==> src/rtl/fetch_pkg.sv <==
// Shared types and constants for the instruction-fetch front end.
package fetch_pkg;

    localparam int unsigned ADDR_W  = 32;
    localparam int unsigned INSTR_W = 32;
    localparam int unsigned PC_STEP = 4;

    // Fetch FSM state; 2'd3 is unused and recovers to IDLE.
    typedef enum logic [1:0] {
        IDLE  = 2'd0,
        FETCH = 2'd1,
        HOLD  = 2'd2
    } fetch_state_e;

endpackage : fetch_pkg

==> src/rtl/next_pc_calc.sv <==
// Next-PC target arithmetic for the held instruction.
// Ports:
//   i_instr_pc     address of the held instruction
//   i_instr        held instruction word
//   i_jump         held instruction is a jump (priority over branch)
//   i_branch_taken branch resolved taken
//   o_next_pc_c    selected next program counter (combinational)
module next_pc_calc
    import fetch_pkg::*;
(
    input  logic [ADDR_W-1:0]  i_instr_pc,
    input  logic [INSTR_W-1:0] i_instr,
    input  logic               i_jump,
    input  logic               i_branch_taken,
    output logic [ADDR_W-1:0]  o_next_pc_c
);

    logic [ADDR_W-1:0] w_pc4;
    logic [ADDR_W-1:0] w_br_off;
    logic [ADDR_W-1:0] w_jump_tgt;
    logic              w_unused_opcode;

    // Sequential successor; wraps modulo 2^32.
    assign w_pc4 = i_instr_pc + ADDR_W'(PC_STEP);

    // Sign-extended word offset of the 16-bit immediate.
    assign w_br_off = {{14{i_instr[15]}}, i_instr[15:0], 2'b00};

    // Region-relative jump keeps the upper nibble of pc+4.
    assign w_jump_tgt = {w_pc4[31:28], i_instr[25:0], 2'b00};

    // Opcode field is decoded elsewhere.
    assign w_unused_opcode = ^i_instr[31:26];

    // Target select: jump beats branch beats fall-through.
    always_comb begin
        o_next_pc_c = w_pc4;
        if (i_jump) begin
            o_next_pc_c = w_jump_tgt;
        end else if (i_branch_taken) begin
            o_next_pc_c = w_pc4 + w_br_off;
        end
    end

endmodule : next_pc_calc

==> src/rtl/instr_fetch_unit.sv <==
// Sequential instruction-fetch front end: owns the PC, fetches words over a
// req/ready handshake and holds each instruction under a valid/ack handshake.
// Ports:
//   clk, rst_n            clock, asynchronous active-low reset
//   imem_req/addr         fetch request and address (addr == pc)
//   imem_ready/rdata      memory response
//   instr/instr_pc        held instruction and its address
//   instr_valid/instr_ack datapath handshake
//   branch_taken/jump     control-flow outcome, sampled with instr_ack
//   retired_count         number of acknowledged instructions
module instr_fetch_unit
    import fetch_pkg::*;
#(
    parameter logic [ADDR_W-1:0] RESET_PC = 32'h0000_0000
) (
    input  logic               clk,
    input  logic               rst_n,
    output logic               imem_req,
    output logic [ADDR_W-1:0]  imem_addr,
    input  logic               imem_ready,
    input  logic [INSTR_W-1:0] imem_rdata,
    output logic [INSTR_W-1:0] instr,
    output logic [ADDR_W-1:0]  instr_pc,
    output logic               instr_valid,
    input  logic               instr_ack,
    input  logic               branch_taken,
    input  logic               jump,
    output logic [31:0]        retired_count
);

    fetch_state_e       r_state;
    fetch_state_e       w_state_next;
    logic               w_capture;
    logic               w_retire;
    logic               r_imem_req;
    logic               r_instr_valid;
    logic [ADDR_W-1:0]  r_pc;
    logic [INSTR_W-1:0] r_instr;
    logic [ADDR_W-1:0]  r_instr_pc;
    logic [31:0]        r_retired_count;
    logic [ADDR_W-1:0]  w_next_pc;

    next_pc_calc u_next_pc_calc (
        .i_instr_pc     (r_instr_pc),
        .i_instr        (r_instr),
        .i_jump         (jump),
        .i_branch_taken (branch_taken),
        .o_next_pc_c    (w_next_pc)
    );

    // State register.
    always_ff @(posedge clk or negedge rst_n) begin
        if (!rst_n) begin
            r_state <= IDLE;
        end else begin
            r_state <= w_state_next;
        end
    end

    // Next-state and register-enable decode.
    always_comb begin
        w_state_next = r_state;
        w_capture    = 1'b0;
        w_retire     = 1'b0;
        case (r_state)
            IDLE: begin
                w_state_next = FETCH;
            end
            FETCH: begin
                if (imem_ready) begin
                    w_capture    = 1'b1;
                    w_state_next = HOLD;
                end
            end
            HOLD: begin
                if (instr_ack) begin
                    w_retire     = 1'b1;
                    w_state_next = FETCH;
                end
            end
            default: begin
                w_state_next = IDLE;
            end
        endcase
    end

    // Handshake outputs registered from the next state, so they track the
    // state register exactly without any input-to-output path.
    always_ff @(posedge clk or negedge rst_n) begin
        if (!rst_n) begin
            r_imem_req    <= 1'b0;
            r_instr_valid <= 1'b0;
        end else begin
            r_imem_req    <= (w_state_next == FETCH);
            r_instr_valid <= (w_state_next == HOLD);
        end
    end

    // Instruction capture on a completed fetch.
    always_ff @(posedge clk or negedge rst_n) begin
        if (!rst_n) begin
            r_instr    <= '0;
            r_instr_pc <= '0;
        end else if (w_capture) begin
            r_instr    <= imem_rdata;
            r_instr_pc <= r_pc;
        end
    end

    // PC advance and retirement count on acknowledge.
    always_ff @(posedge clk or negedge rst_n) begin
        if (!rst_n) begin
            r_pc            <= RESET_PC;
            r_retired_count <= '0;
        end else if (w_retire) begin
            r_pc            <= w_next_pc;
            r_retired_count <= r_retired_count + 32'd1;
        end
    end

    assign imem_req      = r_imem_req;
    assign imem_addr     = r_pc;
    assign instr_valid   = r_instr_valid;
    assign instr         = r_instr;
    assign instr_pc      = r_instr_pc;
    assign retired_count = r_retired_count;

endmodule : instr_fetch_unit
==> config.mk <==
export PLATFORM = sky130hd
export DESIGN_NAME = instr_fetch_unit
export DESIGN_NICKNAME = d
export VERILOG_FILES = /design/src/rtl/fetch_pkg.sv /design/src/rtl/next_pc_calc.sv /design/src/rtl/instr_fetch_unit.sv
export SDC_FILE = /design/constraint.sdc
export NUM_CORES = 1
export LEC_CHECK = 0
export CORE_MARGIN = 10
export CORE_UTILIZATION = 52
export DETAILED_ROUTE_END_ITERATION = 16
export GPL_ROUTABILITY_DRIVEN = 0
export PLACE_DENSITY_LB_ADDON = 0.25
export SETUP_SLACK_MARGIN = 0.15
export SLEW_MARGIN = 5
export SYNTH_ARGS = -nofsm -noshare
export SYNTH_HDL_FRONTEND = slang
export SYNTH_SLANG_ARGS = --single-unit
==> constraint.sdc <==
create_clock -name clk -period 4.15 [get_ports clk]
set_input_delay 0.83 -clock clk [delete_from_list [all_inputs] [get_ports clk]]
set_output_delay 0.83 -clock clk [all_outputs]
set_load 0.005 [all_outputs]
# Yosys cells after proc, flatten, opt, wreduce, memory -nomap -nowiden
# Index checks and enable logic that the tools add are counted.
# totals
reg_bits	132
inputBits	38
out_inout_bits	130
elab_cells	24
# classes
n_addsub	3
n_eq_ne	4
mux	9
n_reduce_logical	1
# op_table
op	count
$mux W32	2
$add A32 B1 Y32 const B	1
$add A32 B3 Y32 const B	1
$add A32 B32 Y32	1
$pmux W2 S3	1
$eq A2 B1 Y1 const B	2
$eq A2 B2 Y1 const B	2
$mux W1	4
$mux W2	2
$logic_not A2 Y1	1

# Depth between registers and ports, before layout
# depth
depth_word	4
depth_mapped	18
mapped_depth_nobuf	17

# Cells and area by module
# A second synthesis with hierarchy kept.
# hier_totals
cells_unflattened	820
area_unflattened_um2	7992.7
# by_module_without_submodules
module	instances	cells_each	area_per_inst_um2	seq_area_each_um2
instr_fetch_unit	1	406	5170.0	3303.2
next_pc_calc	1	414	2822.7	0.0

# Worst setup path after synthesis
# OpenSTA, ideal clock, no wires.
# synth_path
path_type	register to register
startpoint	register r_instr_pc[11] (netlist: instr_pc[11])
endpoint	register r_pc[31] (netlist: imem_addr[31])
setup_time_ns	0.120
arrival_ns	3.581
required_ns	4.030
slack_ns	0.449
path_stages_with_launch	19
n_path_buf	1
synth_period_minus_slack_ns	3.701
cell_sequence	dfrtp_1 > and4_1 > and3_1 > and3_4 > nand4_4 > nor2_1 > xnor2_1 > inv_1 > ha_1 > buf_2 > a21oi_1 > inv_1 > a21o_1 > a21oi_1 > o221ai_1 > a21o_1 > or3_1 > a31o_1 > a31o_1
# synth_via
elab_chain_len	4
# synth_lines
element	line_no	text
start: declaration	instr_fetch_unit.sv:39	logic [ADDR_W-1:0] r_instr_pc;
start signal: assignment	instr_fetch_unit.sv:106	r_instr_pc <= r_pc;
$add A32 B3 Y32 *	next_pc_calc.sv:24	assign w_pc4 = i_instr_pc + ADDR_W'(PC_STEP);
$add A32 B32 Y32	next_pc_calc.sv:41	o_next_pc_c = w_pc4 + w_br_off;
$mux W32	next_pc_calc.sv:40	end else if (i_branch_taken) begin
$mux W32 *	next_pc_calc.sv:38	if (i_jump) begin
end signal: assignment	instr_fetch_unit.sv:116	r_pc <= w_next_pc;
end: declaration	instr_fetch_unit.sv:37	logic [ADDR_W-1:0] r_pc;
# Every way passes the cells marked *; elsewhere a longest branch is shown, timed or not.
# A chain may end at the register's enable or synchronous reset.

# Worst setup path after layout
# layout_path
startpoint	register r_instr_pc[13] (netlist: instr_pc[13])
endpoint	register r_pc[31] (netlist: imem_addr[31])
# The elaborated chain is that of the path after synthesis.

==> key figures <==
Power
  • VDD IR max: 0.496 mV
  • Lkg Pwr: 0.00445 µW
  • PwrDens: 784 nW/µm²

STA
  • RSZ-0062 raised after global routing: no
  • FMAX: 264 MHz
  • Setup TNS: 0 ns
  • Hold Violations, Final: 0
  • Least-Margin Pin Slew: 0.780 ns
  • Clock Skew: 0.00976 ns
  • Setup Viol. Count Final: 0
  • Final period demand of the worst path: 3.79 ns
  • Fin crit share: 91.3%
  • Slew Viols, Final: 0
  • WHS: 0.469 ns
  • Max-slew headroom: 48.0%

Flow run
  • Max-cap violations: 0

Logic synthesis
  • Syn_area_per_cell: 10.1 µm²
  • Yosys Warn Count: 0
  • Synthesized cell area: 7640 µm²
  • Syn nets: 831
  • Synth top area share: 43.2%
  • Main area contributors after synthesis: dfrtp_1 43%, mux2_2 9.4%, ha_1 6.2%, xnor2_1 6.0%, nand2_1 4.1%
  • Cell taking the most area after synthesis: dfrtp_1
  • Cell variety after synth: 70
  • Synth Register Bits: 132
  • Synth Flop Type: dfrtp_1
  • Cells after synthesis: 754
  • EDFF count, synth: 0
  • Post-synthesis sequential area ratio: 43.2%
  • Async set-reset flop share out of synthesis: 100%

Finish
  • Area of the multi-input gates: 4170 µm²
  • Share of cells above drive strength 1: 14.6%
  • Most frequent cells in the layout: 166 x clkdlybuf4s50_1, 129 x dfrtp_1, 83 x nand2_1, 64 x mux2_2
  • Register Area: 3310 µm²
  • Most common cell after layout, fill and taps aside: clkdlybuf4s50_1
  • Layout fillers: 1,123
  • Finished Cell Area: 10,100 µm²
  • # diodes: 0
  • Layout area overhead: 32.8%
  • Core Util, Final: 70.1%
  • Nets: 1,011

Detailed routing
  • Final ANT Viol Nets: 0
  • Final wirelength: 21,500 µm
  • Via density: 5.66
  • Routed WL per cell: 19.0 µm
  • DR pass1 iterations: 4
  • DR iter-0 viols: 406
  • Post-route DRC: 0
  • DR vias: 6,403

Worst setup path
  • Setup crit end kind: flip-flop
  • Critical-path top delay cell: dfrtp_1
  • WP buf/inv: 2
  • Critical Path AT: 4.11 ns
  • CP peak stage delay: 0.40 ns
  • Critical path's top delay family: simple AND/OR/NAND/NOR gates
  • Worst Setup Start Kind: flip-flop
  • Crit-path cells: and4_1, and3_2, and3_4, nand4_4, nor2_1, xnor2_1, inv_1, ha_2, a21oi_2, inv_1, a21o_1, a21oi_2, o221ai_1, a21o_1, or3_1, a31o_1, a31o_1
  • Critical path peak fanout: 7
  • Critical path class: reg -> reg
  • Crit path required time: 4.47 ns

Floorplan
  • Die Wd: 141 µm
  • Die Area: 19,900 µm²
  • Boundary pin count: 168
  • Core ar.: 14,500 µm²
  • Num rows: 44
  • Die height: 141 µm
  • Initial Util: 52.8%

Placement
  • Placed Instance Area: 9570 µm²
  • Post-detail-place hpwl: 15,800 µm
  • Port Buffer Count: 167

Status
  • Outcome: finished clean

Global routing
  • Total track usage: 21.7%
  • Initial antenna violation count: 0
  • Largest net degree at the start of global routing: 85
  • Total gr overflow: 0
  • Vias in the first global route: 6,624
  • Global-route wire length before repair: 35,100 µm

CTS
  • Clock latency on the worst-skew pair: 0.43 ns
  • Clock Tree Buf Depth: 2
  • Num CTS Buffers: 17
  • H-tree depth: 4
  • CTS tree: yes
  • Cts hold-fix bufs: 0
  • CTS sink count: 132
  • Worst-path clk slew: 0.06 ns
  • Root Buffer: clkbuf_16

Hold path
  • Hold crit path type: in -> async
-- cell families (layout without fill, tap and decap cells) --
logic type / Yosys count / in the layout / synth area share (%)
AO/OA/AOI/OAI: 153 / 153 / 13.4
XOR/XNOR: 79 / 79 / 9.05
adder cells (fa/ha/maj): 39 / 39 / 6.48
multiplexers: 70 / 70 / 10.2
AND/OR/NAND/NOR: 239 / 239 / 15.2
flip-flops: 132 / 132 / 43.2
buffers and inverters: 42 / 235 / 2.39
-- worst reg2reg max path, cell delays in order, from the launching register on --
cell,delay [ns]
dfrtp_1,0.40
and4_1,0.26
and3_2,0.23
and3_4,0.21
nand4_4,0.14
nor2_1,0.17
xnor2_1,0.18
inv_1,0.08
ha_2,0.33
a21oi_2,0.19
inv_1,0.07
a21o_1,0.20
a21oi_2,0.17
o221ai_1,0.14
a21o_1,0.20
or3_1,0.33
a31o_1,0.22
a31o_1,0.19
-- cell type report --
cell class	count	share of cell area [%]
repair buffers	187	18.0
clock buffers	18	4.23
multi-input cells	580	41.1
clock inverters	14	1.28
flip-flops and latches	132	32.6
inverters	16	0.592
well taps	184	2.27
-- final timing paths --
path / from / end / slack (ns) / cells after the start
worst max-delay path: instr_pc[13]$_DFFE_PN0P_ / imem_addr[31]$_DFFE_PN0P_ / 0.36 / 17
worst min-delay path: rst_n / instr[24]$_DFFE_PN0P_ / 0.47 / 1
worst max register to register: instr_pc[13]$_DFFE_PN0P_ / imem_addr[31]$_DFFE_PN0P_ / 0.36 / 17
worst min register to register: retired_count[31]$_DFFE_PN0P_ / retired_count[31]$_DFFE_PN0P_ / 0.47 / 1
max in group asynchronous: rst_n / instr_pc[5]$_DFFE_PN0P_ / 2.79 / 2
min in group clk: retired_count[31]$_DFFE_PN0P_ / retired_count[31]$_DFFE_PN0P_ / 0.47 / 1
-- where the power goes --
part / internal [µW] / switching (µW) / total (µW)
logic: 2230 / 2020 / 4250
registers: 1750 / 540 / 2290
clock network: 827 / 591 / 1420
-- through the flow --
step	total power [µW]	std cells	setup slack (ns)
after floorplan	4760	754	0.449
after global placement	6400	1098	0.329
after detailed placement	6470	1098	0.228
after CTS	7950	1130	0.203
after global routing	8550	1131	0.119
final	7960	1131	0.360
-- flip-flops by register name, indices dropped and copies added (netlist names) --
signal and count:
imem_addr 32, imem_req 1, instr 32, instr_pc 32, instr_valid 1, r_state 2, retired_count 32
-- cell usage after synthesis (9+ instances only) --
master / count
a21oi_1: 34
dfrtp_1: 132
nand2_1: 83
a21o_1: 18
xnor2_1: 52
inv_1: 15
nand3_1: 35
a211oi_1: 10
and2_1: 9
mux2_2: 64
clkbuf_1: 22
nor3_1: 11
xor2_1: 27
nor2_1: 52
ha_1: 38
and3_1: 12
o21ai_0: 30
nand4_1: 13
-- per-layer routing --
metal	GRT usage [%]	vias up	wire length [µm]
li1	-	3054	-
met1	26.7	3111	9020
met2	35.4	208	10600
met3	7.22	30	1570
met4	6.03	0	345
met5	0	-	0
-- what timing repair did --
| action | 4_1_cts | 5_1_grt |
|---|---|---|
| resized for setup | 0 | 7 |
| setup buffers | 0 | 1 |
| endpoints found under the setup margin | 0 | 1 |
(Power assumes the default switching activity.)
